==> src/rtl/phy_rx_deser_align_pkg.sv <==
// ---------------------------------------------------------------------------
// phy_rx_deser_align_pkg : shared COM default and lane FSM encoding. Rev 1.0
// ---------------------------------------------------------------------------
`default_nettype none

package phy_rx_deser_align_pkg;

   localparam logic [7:0] COM_DEFAULT = 8'hBC;

   typedef enum logic [1:0] {
      HUNT   = 2'd0,
      SYNC   = 2'd1,
      LOCKED = 2'd2
   } lane_state_t;

endpackage

`default_nettype wire

==> src/rtl/phy_rx_deser_align_lane.sv <==
// ---------------------------------------------------------------------------
// phy_rx_lane : one serial lane, COM-aligned deserializer with lock FSM. Rev 1.0
// ---------------------------------------------------------------------------
`default_nettype none

module phy_rx_lane
   import phy_rx_deser_align_pkg::*;
#(
   parameter int           W            = 8,
   parameter logic [W-1:0] COM          = W'(COM_DEFAULT),
   parameter int           LOCK_COMS    = 4,
   parameter int           MISALIGN_MAX = 2
) (
   input  logic         clk,
   input  logic         reset,
   input  logic         i_bit,
   output logic [W-1:0] o_word,
   output logic         o_valid,
   output logic         o_strobe,
   output logic         o_active
);

   localparam int BW = $clog2(W);
   localparam int CW = $clog2(LOCK_COMS + 1);
   localparam int MW = $clog2(MISALIGN_MAX + 1);
   localparam logic [BW-1:0] c_last_bit = BW'(W - 1);
   localparam logic [CW-1:0] c_com_sat  = CW'(LOCK_COMS);
   localparam logic [MW-1:0] c_mis_sat  = MW'(MISALIGN_MAX);

   lane_state_t   r_state, w_state_d;
   logic [W-1:0]  r_sr, w_nxt;
   logic [BW-1:0] r_bit_cnt, w_bit_cnt_d;
   logic [CW-1:0] r_com_cnt, w_com_cnt_d, w_com_inc;
   logic [MW-1:0] r_mis_cnt, w_mis_cnt_d, w_mis_inc;
   logic [W-1:0]  r_word, w_word_d;
   logic          r_valid, w_valid_d;
   logic          r_strobe, w_strobe_d;
   logic          w_boundary, w_is_com;

   always_ff @(posedge clk) begin
      if (reset) begin
         r_state   <= HUNT;
         r_sr      <= '0;
         r_bit_cnt <= '0;
         r_com_cnt <= '0;
         r_mis_cnt <= '0;
         r_word    <= '0;
         r_valid   <= 1'b0;
         r_strobe  <= 1'b0;
      end else begin
         r_state   <= w_state_d;
         r_sr      <= w_nxt;
         r_bit_cnt <= w_bit_cnt_d;
         r_com_cnt <= w_com_cnt_d;
         r_mis_cnt <= w_mis_cnt_d;
         r_word    <= w_word_d;
         r_valid   <= w_valid_d;
         r_strobe  <= w_strobe_d;
      end
   end

   always_comb begin
      w_nxt       = {r_sr[W-2:0], i_bit};
      w_boundary  = (r_bit_cnt == c_last_bit);
      w_is_com    = (w_nxt == COM);
      w_com_inc   = r_com_cnt + CW'(1);
      w_mis_inc   = r_mis_cnt + MW'(1);
      w_state_d   = r_state;
      w_bit_cnt_d = w_boundary ? '0 : r_bit_cnt + BW'(1);
      w_com_cnt_d = r_com_cnt;
      w_mis_cnt_d = r_mis_cnt;
      w_word_d    = r_word;
      w_valid_d   = r_valid;
      w_strobe_d  = 1'b0;
      case (r_state)
         HUNT: begin
            if (w_is_com) begin
               w_bit_cnt_d = '0;
               w_com_cnt_d = CW'(1);
               if (LOCK_COMS == 1) begin
                  w_state_d   = LOCKED;
                  w_mis_cnt_d = '0;
                  w_word_d    = w_nxt;
                  w_valid_d   = 1'b0;
                  w_strobe_d  = 1'b1;
               end else begin
                  w_state_d   = SYNC;
               end
            end
         end
         SYNC: begin
            if (w_boundary) begin
               if (!w_is_com) begin
                  w_state_d   = HUNT;
                  w_com_cnt_d = '0;
               end else if (w_com_inc >= c_com_sat) begin
                  // Lock edge also publishes the COM itself as the first (invalid) word.
                  w_state_d   = LOCKED;
                  w_com_cnt_d = c_com_sat;
                  w_mis_cnt_d = '0;
                  w_word_d    = w_nxt;
                  w_valid_d   = 1'b0;
                  w_strobe_d  = 1'b1;
               end else begin
                  w_com_cnt_d = w_com_inc;
               end
            end
         end
         LOCKED: begin
            if (w_boundary) begin
               w_word_d   = w_nxt;
               w_valid_d  = !w_is_com;
               w_strobe_d = 1'b1;
               if (w_is_com) w_mis_cnt_d = '0;
            end else if (w_is_com) begin
               if (w_mis_inc >= c_mis_sat) begin
                  w_state_d   = HUNT;
                  w_mis_cnt_d = c_mis_sat;
                  w_com_cnt_d = '0;
                  w_valid_d   = 1'b0;
               end else begin
                  w_mis_cnt_d = w_mis_inc;
               end
            end
         end
         default: w_state_d = HUNT;
      endcase
   end

   assign o_word   = r_word;
   assign o_valid  = r_valid;
   assign o_strobe = r_strobe;
   assign o_active = (r_state == LOCKED);

endmodule

`default_nettype wire

==> src/rtl/phy_rx_deser_align.sv <==
// ---------------------------------------------------------------------------
// phy_rx_deser_align : LANES independent serial-to-parallel lanes. Rev 1.0
// ---------------------------------------------------------------------------
`default_nettype none

module phy_rx_deser_align
   import phy_rx_deser_align_pkg::*;
#(
   parameter int           LANES        = 4,
   parameter int           W            = 8,
   parameter logic [W-1:0] COM          = W'(COM_DEFAULT),
   parameter int           LOCK_COMS    = 4,
   parameter int           MISALIGN_MAX = 2
) (
   input  logic               clk,
   input  logic               reset,
   input  logic [LANES-1:0]   serial_in,
   output logic [LANES*W-1:0] data_out,
   output logic [LANES-1:0]   valid_out,
   output logic [LANES-1:0]   strobe_out,
   output logic [LANES-1:0]   active_out,
   output logic               all_active
);

   for (genvar k = 0; k < LANES; k++) begin : g_lane
      phy_rx_lane #(
         .W            (W),
         .COM          (COM),
         .LOCK_COMS    (LOCK_COMS),
         .MISALIGN_MAX (MISALIGN_MAX)
      ) u_lane (
         .clk      (clk),
         .reset    (reset),
         .i_bit    (serial_in[k]),
         .o_word   (data_out[k*W +: W]),
         .o_valid  (valid_out[k]),
         .o_strobe (strobe_out[k]),
         .o_active (active_out[k])
      );
   end

   assign all_active = &active_out;

endmodule

`default_nettype wire
==> config.mk <==
export PLATFORM = sky130hd
export DESIGN_NAME = phy_rx_deser_align
export DESIGN_NICKNAME = d
export VERILOG_FILES = /design/src/rtl/phy_rx_deser_align_pkg.sv /design/src/rtl/phy_rx_deser_align_lane.sv /design/src/rtl/phy_rx_deser_align.sv
export SDC_FILE = /design/constraint.sdc
export NUM_CORES = 1
export LEC_CHECK = 0
export CORE_MARGIN = 1.5
export CORE_UTILIZATION = 35
export DETAILED_ROUTE_END_ITERATION = 10
export PLACE_DENSITY_LB_ADDON = 0.2
export SLEW_MARGIN = 25
export SYNTH_ARGS = -nofsm -noshare
export SYNTH_HDL_FRONTEND = slang
export SYNTH_SLANG_ARGS = --single-unit
==> constraint.sdc <==
create_clock -name clk -period 2.4 [get_ports clk]
set_input_delay 0.36 -clock clk [delete_from_list [all_inputs] [get_ports clk]]
set_output_delay 0.36 -clock clk [all_outputs]
set_load 0.02 [all_outputs]
==> results.md, run 1 <==
* Remaining DRCs at 0
* Antenna violations before repair at 0
* Sequential share of the synthesized area at 42.2%
* Die Ht at 124 um
* Die ar. at 15400 um^2
* Area Overhead vs Synth at 18.3%
* Placer Congestion at 0.816
* Synth Flop Type: dfxtp_1
* Vias in the first global route at 3864
* Core Box Area at 14400 um^2
* Final Cycle Share at 94.2%
* Leakage at 2.34 nW
* Initial DRC Count at 165
* CTS sink count at 108
* Gate Count Post-Synth at 530
* Most common cell in the netlist: dfxtp_1
* Fin Clk Skew at 0.00865 ns
* WL/cell at 14.2 um
* Post-synth EDFFs at 0
* WP buf/inv at 2
* Commonest cells in the netlist: 108 x dfxtp_1, 64 x nor2b_1, 40 x nand2_1
* Top-level port count at 51
* DP Wirelength at 7670 um
* Status: completed
* Setup Crit Path Kind: reg -> out
* Max-cap viol count at 0
* Multi-input gate area at 2680 um^2
* Hold crit path type: reg -> reg
* Cell-by-cell trace of the critical path: inv_1 > ha_2 > and4_1 > clkdlybuf4s50_1
* Synth Area per Inst at 9.66 um^2
* Slew @ Worst Pin at 0.522 ns
* Initial DRT Pass Iterations at 4
* Final hold vios at 0
* FF+latch area at 2160 um^2
* Post-layout min period at 2.26 ns
* Antenna diode count at 0
* Post-route setup TNS at 0 ns
* Yosys cell types at 63
* CP peak stage delay at 0.63 ns
* Die X-Extent at 124 um
* Fmax achieved at 442 MHz
* Max FO, Critical Path at 7
* Vias per inst at 5.09
* Crit-path leading delay family: buffers and inverters
* Worst IR drop on VDD at 316 uV
* DP Worst Slack at 0.112 ns
* Vias at 3856
* Top cell type's share of synthesized area at 42.2%
* Critical Path AT at 1.90 ns
* Gr usage total at 14.7%
* Yosys top cell by area: dfxtp_1
* Largest net degree at the start of global routing at 31
* Global-route wire length before repair at 17900 um
* Crit end category: output port
* Top post-synthesis cells by area: dfxtp_1 42%, ha_1 7.8%, nor2b_1 7.8%
* Async SR Flop Fraction at 0%
* Final ANT Viol Nets at 0
* CTS tree: done
* Synthesis warning total at 0
* Final worst slack at 0.139 ns
* Startpoint types: register
* CTS buffer count at 9
* CP required at 2.04 ns
* Total gr overflow at 0
* Port bufs at 50
* Post-synthesis register bit count at 108
* Share of cells above drive strength 1 at 11.7%
* WL final at 10700 um
* Slew margin rel. at 64.9%
* Root Buffer: clkbuf_16
* Pwr/cell area at 559 nW/um^2
* Clock latency on the worst-skew pair at 0.35 ns
* Mapped Nets at 568
* Slowest cell on crit path: clkdlybuf4s50_1
* Setup-failing EPs final at 0
* Initial core utilization at 35.5%
* RSZ-0062 raised after global routing: false
* Slew Limit Fails at 0
* Fin nets at 607
* H-tree depth at 3
* Clk pin slew, worst setup/hold paths at 0.07 ns
* FILL cells at 1432
* Syn Std Cell Area at 5120 um^2
* Max clock buf depth at 2
* Rows at 44
* Hold-fix buffers at CTS at 0
what timing repair did:
| action | CTS | global route |
|---|---|---|
| setup endpoints to repair | 0 | 1 |
| hold endpoints to repair | 0 | 0 |
| setup buffers | 0 | 0 |
| resized for setup | 0 | 2 |
worst register-to-register path: cells and delay by family (launching register included):
kind                       cells  cell delay (ns)
DFF                            1             0.32
AOI/OAI and AO/OA              2             0.53
and+or+nand+nor                2             0.72
adders and majority gates      2             0.48
path summary, 6_finish.rpt:
path | endpoint | start | cells past startpoint | slack (ns)
worst max-delay path | all_active | g_lane[0].u_lane.r_state[0] | 4 | 0.14
worst min-delay path | g_lane[1].u_lane.r_bit_cnt[0] | g_lane[1].u_lane.r_bit_cnt[0] | 1 | 0.44
worst max register to register | g_lane[2].u_lane.r_com_cnt[1] | g_lane[2].u_lane.r_bit_cnt[0] | 6 | 0.29
worst min register to register | g_lane[1].u_lane.r_bit_cnt[0] | g_lane[1].u_lane.r_bit_cnt[0] | 1 | 0.44
cell type report:
type                            instances  area share, %
Multi-Input combinational cell        360           44.2
Sequential cell                       108           35.7
Timing Repair Buffer                   63           9.80
Clock buffer                           10           3.95
Tap cell                              184           3.80
Inverter                               27           1.67
Clock inverter                          6          0.806
cells by family (layout without fill, tap and decap cells):
kind of cell | after synthesis | in the layout | share of synthesized area [%]
simple gates | 189 | 189 | 22.5
flops | 108 | 108 | 42.2
compound gates | 93 | 93 | 12.4
buf+inv | 62 | 106 | 5.53
mux | 40 | 40 | 8.51
fa+ha+maj | 32 | 32 | 7.82
xor+xnor | 6 | 6 | 1.03
power breakdown:
part / internal [mW] / switching [mW]
registers: 1.82 / 0.0156
clock network: 0.740 / 0.686
logic: 0.0478 / 0.0713
total: 2.61 / 0.773
cells in the final DEF (no fill, tap or decap), types with 4 or more instances in the layout:
cell type	instances
a2111oi_0	4
nand2_1	40
a211o_1	4
xor2_1	4
nand4bb_1	4
nand4_1	11
a211oi_1	6
nor2_1	14
nand2b_1	7
inv_1	26
and4_1	4
nor3_1	4
mux2_2	26
nand4b_1	5
and2_1	4
and4b_1	4
ha_1	30
a21oi_1	24
clkdlybuf4s50_1	49
nor2b_1	64
mux2i_1	12
o21ai_0	16
and3_1	8
dfxtp_1	108
a311oi_1	5
clkbuf_16	9
a31oi_1	7
buf_4	13
sequential cells by signal, summed over array words and instances (netlist names):
signal,cells
g_lane.u_lane.o_valid,4
g_lane.u_lane.r_sr,28
g_lane.u_lane.o_word,32
g_lane.u_lane.r_state,8
g_lane.u_lane.o_strobe,4
g_lane.u_lane.r_bit_cnt,12
g_lane.u_lane.r_mis_cnt,8
g_lane.u_lane.r_com_cnt,12
metrics by stage:
stage          hold slack (ns)  power (mW)  area, um^2  cells  util [%]
5_1_grt                  0.478        3.53        6050    758      42.0
4_1_cts                  0.444        3.44        6050    758      41.9
3_3_place_gp             0.417        1.99        5760    742      39.9
3_5_place_dp             0.433        2.00        5760    742      39.9
2_1_floorplan            0.403        1.96        5120    530         -
6_report                 0.442        3.38        6050    758      42.0
per-layer routing:
layer | track usage (%) | wire length [um]
met1 | 18.3 | 5200
met4 | 6.11 | 188
met3 | 3.48 | 462
met5 | 0 | 0
met2 | 24.4 | 4890
Power figures use the tool's default switching activity.
==> inputs of run 2 (changes only) <==
--- a/config.mk
+++ b/config.mk
@@ -9,7 +9,6 @@
 export CORE_UTILIZATION = 35
 export DETAILED_ROUTE_END_ITERATION = 10
 export PLACE_DENSITY_LB_ADDON = 0.2
-export SLEW_MARGIN = 25
 export SYNTH_ARGS = -nofsm -noshare
 export SYNTH_HDL_FRONTEND = slang
 export SYNTH_SLANG_ARGS = --single-unit
==> constraint.sdc (replaced) <==
create_clock -name clk -period 2.2 [get_ports clk]
set_input_delay 0.33 -clock clk [delete_from_list [all_inputs] [get_ports clk]]
set_output_delay 0.33 -clock clk [all_outputs]
set_load 0.02 [all_outputs]
==> run 2 against run 1 <==
Clock power is 8% higher. Power grew 9.2%. Final area rose by 1.2%. Non-clock buffer count is 7 higher. Flip-flop and latch count unchanged. Largest cell class unchanged. Worst setup slack worse by 0.0097 ns. Clock-buffer cell count is the same. Worst hold slack worse by 0.014 ns. Final cell count is 0.92% higher. Sequential power is 9% higher. Via count grew 0.49%.
==> results.md, run 2 (synthesis gave the netlist of run 1 again) <==
* Status: completed
* Antenna violations before repair at 0
* Final ANT Viol Nets at 0
* Global-route wire length before repair at 18700 um
* Placer Congestion at 0.808
* Die X-Extent at 124 um
* Comb pwr share at 3.8%
* Clk pin slew, worst setup/hold paths at 0.07 ns
* Final Non-Filler Cells at 765
* Max clock buf depth at 2
* Pwr Total at 3.69 mW
* Post-CTS Setup Bufs at 0
* Vias per inst at 5.07
* CP peak stage delay at 0.65 ns
* Crit path to: active_out[3]
* Sw Share at 23.0%
* RSZ-0062 raised after global routing: false
* Port bufs at 50
* Hold crit path type: reg -> reg
* Cell count after placement at 749
* Core Box Area at 14400 um^2
* Cell-by-cell trace of the critical path: inv_1 > ha_1 > clkdlybuf4s50_1
* Slowest cell on crit path: clkdlybuf4s50_1
* Reg power frac at 54.3%
* R2R setup slack at 0.15 ns
* Worst Setup SP: g_lane[3].u_lane.r_state[0]
* Antenna diode count at 0
* Vias at 3875
* H-tree depth at 3
* RR Startpoint: g_lane[2].u_lane.r_bit_cnt[0]
* Die ar. at 15400 um^2
* Initial DRC Count at 123
* Largest net degree at the start of global routing at 34
* CTS buffer count at 9
* Clock power share at 41.9%
* Reg2reg end: g_lane[2].u_lane.r_com_cnt[1]
* Area Overhead vs Synth at 19.7%
* Slew @ Worst Pin at 0.619 ns
* Setup-failing EPs final at 0
* Root Buffer: clkbuf_16
* DP Wirelength at 7780 um
* Share of cells above drive strength 1 at 12.6%
* FF+latch area at 2160 um^2
* Top-level port count at 51
* Max-cap viol count at 0
* Commonest non-fill, non-tap cells in the layout: 108 x dfxtp_1, 64 x nor2b_1, 45 x clkdlybuf4s50_1, 40 x nand2_1, 31 x ha_1
* Post-route setup TNS at 0 ns
* Slew margin rel. at 58.3%
* Final hold vios at 0
* FILL cells at 1428
* Multi-input gate area at 2680 um^2
* Internal cell power at 2.84 mW
* Worst IR drop on VDD at 272 uV
* Leakage at 2.45 nW
* Initial core utilization at 35.5%
* Number of flip-flops under the largest register name at 32
* Final Cycle Share at 94.1%
* Gr usage total at 15.4%
* Post-layout min period at 2.07 ns
* Total gr overflow at 0
* CP required at 1.87 ns
* Fin Clk Skew at 0.00698 ns
* Initial DRT Pass Iterations at 4
* WL/cell at 14.1 um
* Startpoint types: register
* Die Ht at 124 um
* WL final at 10800 um
* Fmax achieved at 483 MHz
* Critical Path AT at 1.74 ns
* Vias in the first global route at 3889
* Most common library cell in the layout ignoring fill and taps: dfxtp_1
* Reg2reg path depth at 6
* NetSw at 0.849 mW
* Remaining DRCs at 0
* Pwr/cell area at 603 nW/um^2
* DP Worst Slack at -0.00626 ns
* Crit end category: output port
* CTS sink count at 108
* CTS tree: done
* Clock latency on the worst-skew pair at 0.35 ns
* Slew Limit Fails at 0
* Fin nets at 614
* Max FO, Critical Path at 5
* Setup Crit Path Kind: reg -> out
* Rows at 44
* Worst hold slack at 0.428 ns
* Final worst slack at 0.129 ns
run 2: cell types whose count changed in the layout (fill, tap and decap cells not counted), moves of 2 or more:
cell,change
clkdlybuf4s50_1,-4
buf_12,+2
clkinv_2,+3
clkinv_4,-2
dlymetal6s2s_1,+3
buf_4,+5
run 2: area by class of cell:
type	instances	share of cell area, %
multi-input cells	360	43.7
flip-flops and latches	108	35.3
repair buffers	70	11.1
clock buffers	10	3.90
well taps	184	3.76
inverters	27	1.66
clock inverters	6	0.633
run 2: power groups by stage:
stage	registers [mW]	clock network, mW	logic, mW
2_1_floorplan	2.04	0	0.0912
3_3_place_gp	2.05	0	0.137
3_5_place_dp	2.05	0	0.142
4_1_cts	2.00	1.60	0.142
5_1_grt	2.01	1.69	0.159
6_report	2.00	1.55	0.140
run 2: worst max-delay path, delay by kind of cell, from the launching register on:
family / cells / cell delay [ns]
buffers and inverters: 2 / 0.75
adders and majority gates: 1 / 0.30
DFF: 1 / 0.33
run 2: through the flow:
stage	cell area [um^2]	util, %
after global placement	5840	40.5
after global routing	6120	42.5
final	6120	42.5
after floorplan	5120	-
after CTS	6120	42.4
after detailed placement	5840	40.5
run 2: worst min path at each step:
stage,start,endpoint,cells past startpoint
floorplan,g_lane[1].u_lane.r_bit_cnt[0],g_lane[1].u_lane.r_bit_cnt[0],1
global placement,g_lane[1].u_lane.r_bit_cnt[0],g_lane[1].u_lane.r_bit_cnt[0],1
detailed placement,g_lane[1].u_lane.r_bit_cnt[0],g_lane[1].u_lane.r_bit_cnt[0],1
CTS,g_lane[1].u_lane.r_bit_cnt[0],g_lane[1].u_lane.r_bit_cnt[0],1
global route,g_lane[1].u_lane.r_bit_cnt[0],g_lane[1].u_lane.r_bit_cnt[0],1
finish,g_lane[1].u_lane.r_bit_cnt[0],g_lane[1].u_lane.r_bit_cnt[0],1
run 2: layer usage:
layer | vias to the layer above | GRT usage [%] | share of wire, %
li1 | 1973 | - | -
met4 | 0 | 6.61 | 1.6
met5 | - | 0 | 0
met3 | 11 | 3.11 | 4.2
met1 | 1812 | 20.6 | 49
met2 | 79 | 24.0 | 45
run 2: what timing repair did:
item	4_1_cts	5_1_grt
hold buffers	0	0
setup endpoints to repair	2	3
gates resized for setup	2	3
==> inputs of run 3 (changes only) <==
--- a/config.mk
+++ b/config.mk
@@ -5,10 +5,13 @@
 export SDC_FILE = /design/constraint.sdc
 export NUM_CORES = 1
 export LEC_CHECK = 0
+export CAP_MARGIN = 25
 export CORE_MARGIN = 1.5
 export CORE_UTILIZATION = 35
 export DETAILED_ROUTE_END_ITERATION = 10
+export MAX_ROUTING_LAYER = met4
 export PLACE_DENSITY_LB_ADDON = 0.2
+export REMOVE_ABC_BUFFERS = 1
 export SYNTH_ARGS = -nofsm -noshare
 export SYNTH_HDL_FRONTEND = slang
 export SYNTH_SLANG_ARGS = --single-unit
==> run 3 against run 2 <==
First-iteration DRC count rose by 64%. Combinational power decreased by 4%. Register-to-register slack worse by 0.02 ns. Non-clock buffer count rose by 6. Power is 6.6% higher. Utilization up 0.59 points. Die area stayed put. Clock-buffer cell count grew 1. Critical path type unchanged. Largest cell class unchanged. Highest routed layer unchanged.
==> results.md, run 3 (synthesis gave the netlist of run 1 again) <==
* Status: completed
* Initial core utilization at 35.5%
* Die X-Extent at 124 um
* CP required at 1.87 ns
* Dpl cell area at 5870 um^2
* H-tree depth at 3
* Setup-failing EPs final at 0
* Commonest non-fill, non-tap cells in the layout: 108 x dfxtp_1, 64 x nor2b_1, 47 x clkdlybuf4s50_1, 40 x nand2_1, 31 x ha_1
* Startpoint types: register
* Placer Congestion at 0.855
* Initial DRT Pass Iterations at 4
* Clk pin slew, worst setup/hold paths at 0.07 ns
* Pwr/cell area at 634 nW/um^2
* Area Overhead vs Synth at 21.3%
* Pwr Total at 3.94 mW
* Fin Clk Skew at 0.00798 ns
* Core Box Area at 14400 um^2
* CTS sink count at 108
* Remaining DRCs at 0
* Vias in the first global route at 3960
* Slew @ Worst Pin at 0.559 ns
* Total gr overflow at 0
* FILL cells at 1416
* Largest net degree at the start of global routing at 46
* Max FO, Critical Path at 9
* Gr usage total at 15.4%
* Number of flip-flops under the largest register name at 32
* Slew Limit Fails at 0
* Setup Crit Path Kind: reg -> out
* Clock latency on the worst-skew pair at 0.35 ns
* Die Ht at 124 um
* RSZ-0062 raised after global routing: false
* Post-CTS Setup Bufs at 0
* Worst IR drop on VDD at 413 uV
* Critical Path AT at 1.77 ns
* Max-cap viol count at 0
* CTS buffer count at 9
* Hold crit path type: reg -> reg
* Most common library cell in the layout ignoring fill and taps: dfxtp_1
* Post-layout min period at 2.10 ns
* Final Cycle Share at 95.7%
* DP Wirelength at 7850 um
* Share of cells above drive strength 1 at 13.5%
* CTS tree: done
* Crit end category: output port
* Fmax achieved at 475 MHz
* Vias per inst at 5.09
* Antenna violations before repair at 0
* Final hold vios at 0
* WL/cell at 14.2 um
* Port bufs at 50
* Initial DRC Count at 202
* WL final at 11000 um
* Slew margin rel. at 62.4%
* Antenna diode count at 0
* Die ar. at 15400 um^2
* Top-level port count at 51
* Final ANT Viol Nets at 0
* Leakage at 2.47 nW
* Root Buffer: clkbuf_16
* Fin nets at 620
* Vias at 3926
* Final instance area at 6210 um^2
* Rows at 44
* Max clock buf depth at 2
* Global-route wire length before repair at 18400 um
==> run 3: where the power goes <==
group	total, mW	internal (mW)	switching [mW]
clock network	1.80	1.06	0.732
registers	2.00	1.99	0.0176
logic	0.135	0.0562	0.0784
total	3.94	3.11	0.828
==> run 3: timing repair <==
item	in CTS	in global routing
endpoints found under the setup margin	1	1
gates resized for setup	2	1
hold buffers	0	0
==> run 3: per-stage QoR <==
stage | std cells | hold WS [ns] | setup TNS, ns | setup WS [ns] | utilization, %
2_1_floorplan | 495 | 0.399 | 0 | 0.231 | -
3_3_place_gp | 755 | 0.413 | -0.0329 | -0.0329 | 40.7
3_5_place_dp | 755 | 0.427 | -0.0506 | -0.0506 | 40.7
4_1_cts | 771 | 0.437 | 0 | 0.0358 | 43.0
5_1_grt | 771 | 0.456 | 0 | 0.0167 | 43.0
6_report | 771 | 0.432 | 0 | 0.0951 | 43.0
==> run 3: worst paths after layout <==
check                                                   start                            end  slack [ns]  depth (start not counted)
worst max-delay path              g_lane[3].u_lane.r_state[0]                  active_out[3]         0.1                          4
worst min-delay path            g_lane[1].u_lane.r_bit_cnt[0]  g_lane[1].u_lane.r_bit_cnt[0]        0.43                          1
worst max register to register  g_lane[2].u_lane.r_bit_cnt[0]  g_lane[2].u_lane.r_com_cnt[1]        0.13                          6
worst min register to register  g_lane[1].u_lane.r_bit_cnt[0]  g_lane[1].u_lane.r_bit_cnt[0]        0.43                          1
==> run 3: area by class of cell <==
class	instances	area, um^2	area share, %
flip-flops and latches	108	2160	34.8
inverters	27	101	1.63
repair buffers	76	704	11.3
multi-input cells	360	2680	43.1
clock buffers	11	253	4.07
clock inverters	5	82.6	1.33
well taps	184	230	3.71
==> run 3: critical path, stage by stage (launching register included) <==
cell             delay [ns]
dfxtp_1                0.34
inv_1                  0.10
ha_1                   0.19
buf_4                  0.18
clkdlybuf4s50_1        0.62
==> run 3: routing by layer <==
| layer | GRT usage [%] | vias to the layer above | routed length [um] |
|---|---|---|---|
| met1 | 19.4 | 1849 | 5220 |
| met4 | 6.68 | 0 | 170 |
| met3 | 2.56 | 14 | 357 |
| met5 | - | - | 0 |
| li1 | - | 1980 | - |
| met2 | 24.6 | 83 | 5220 |
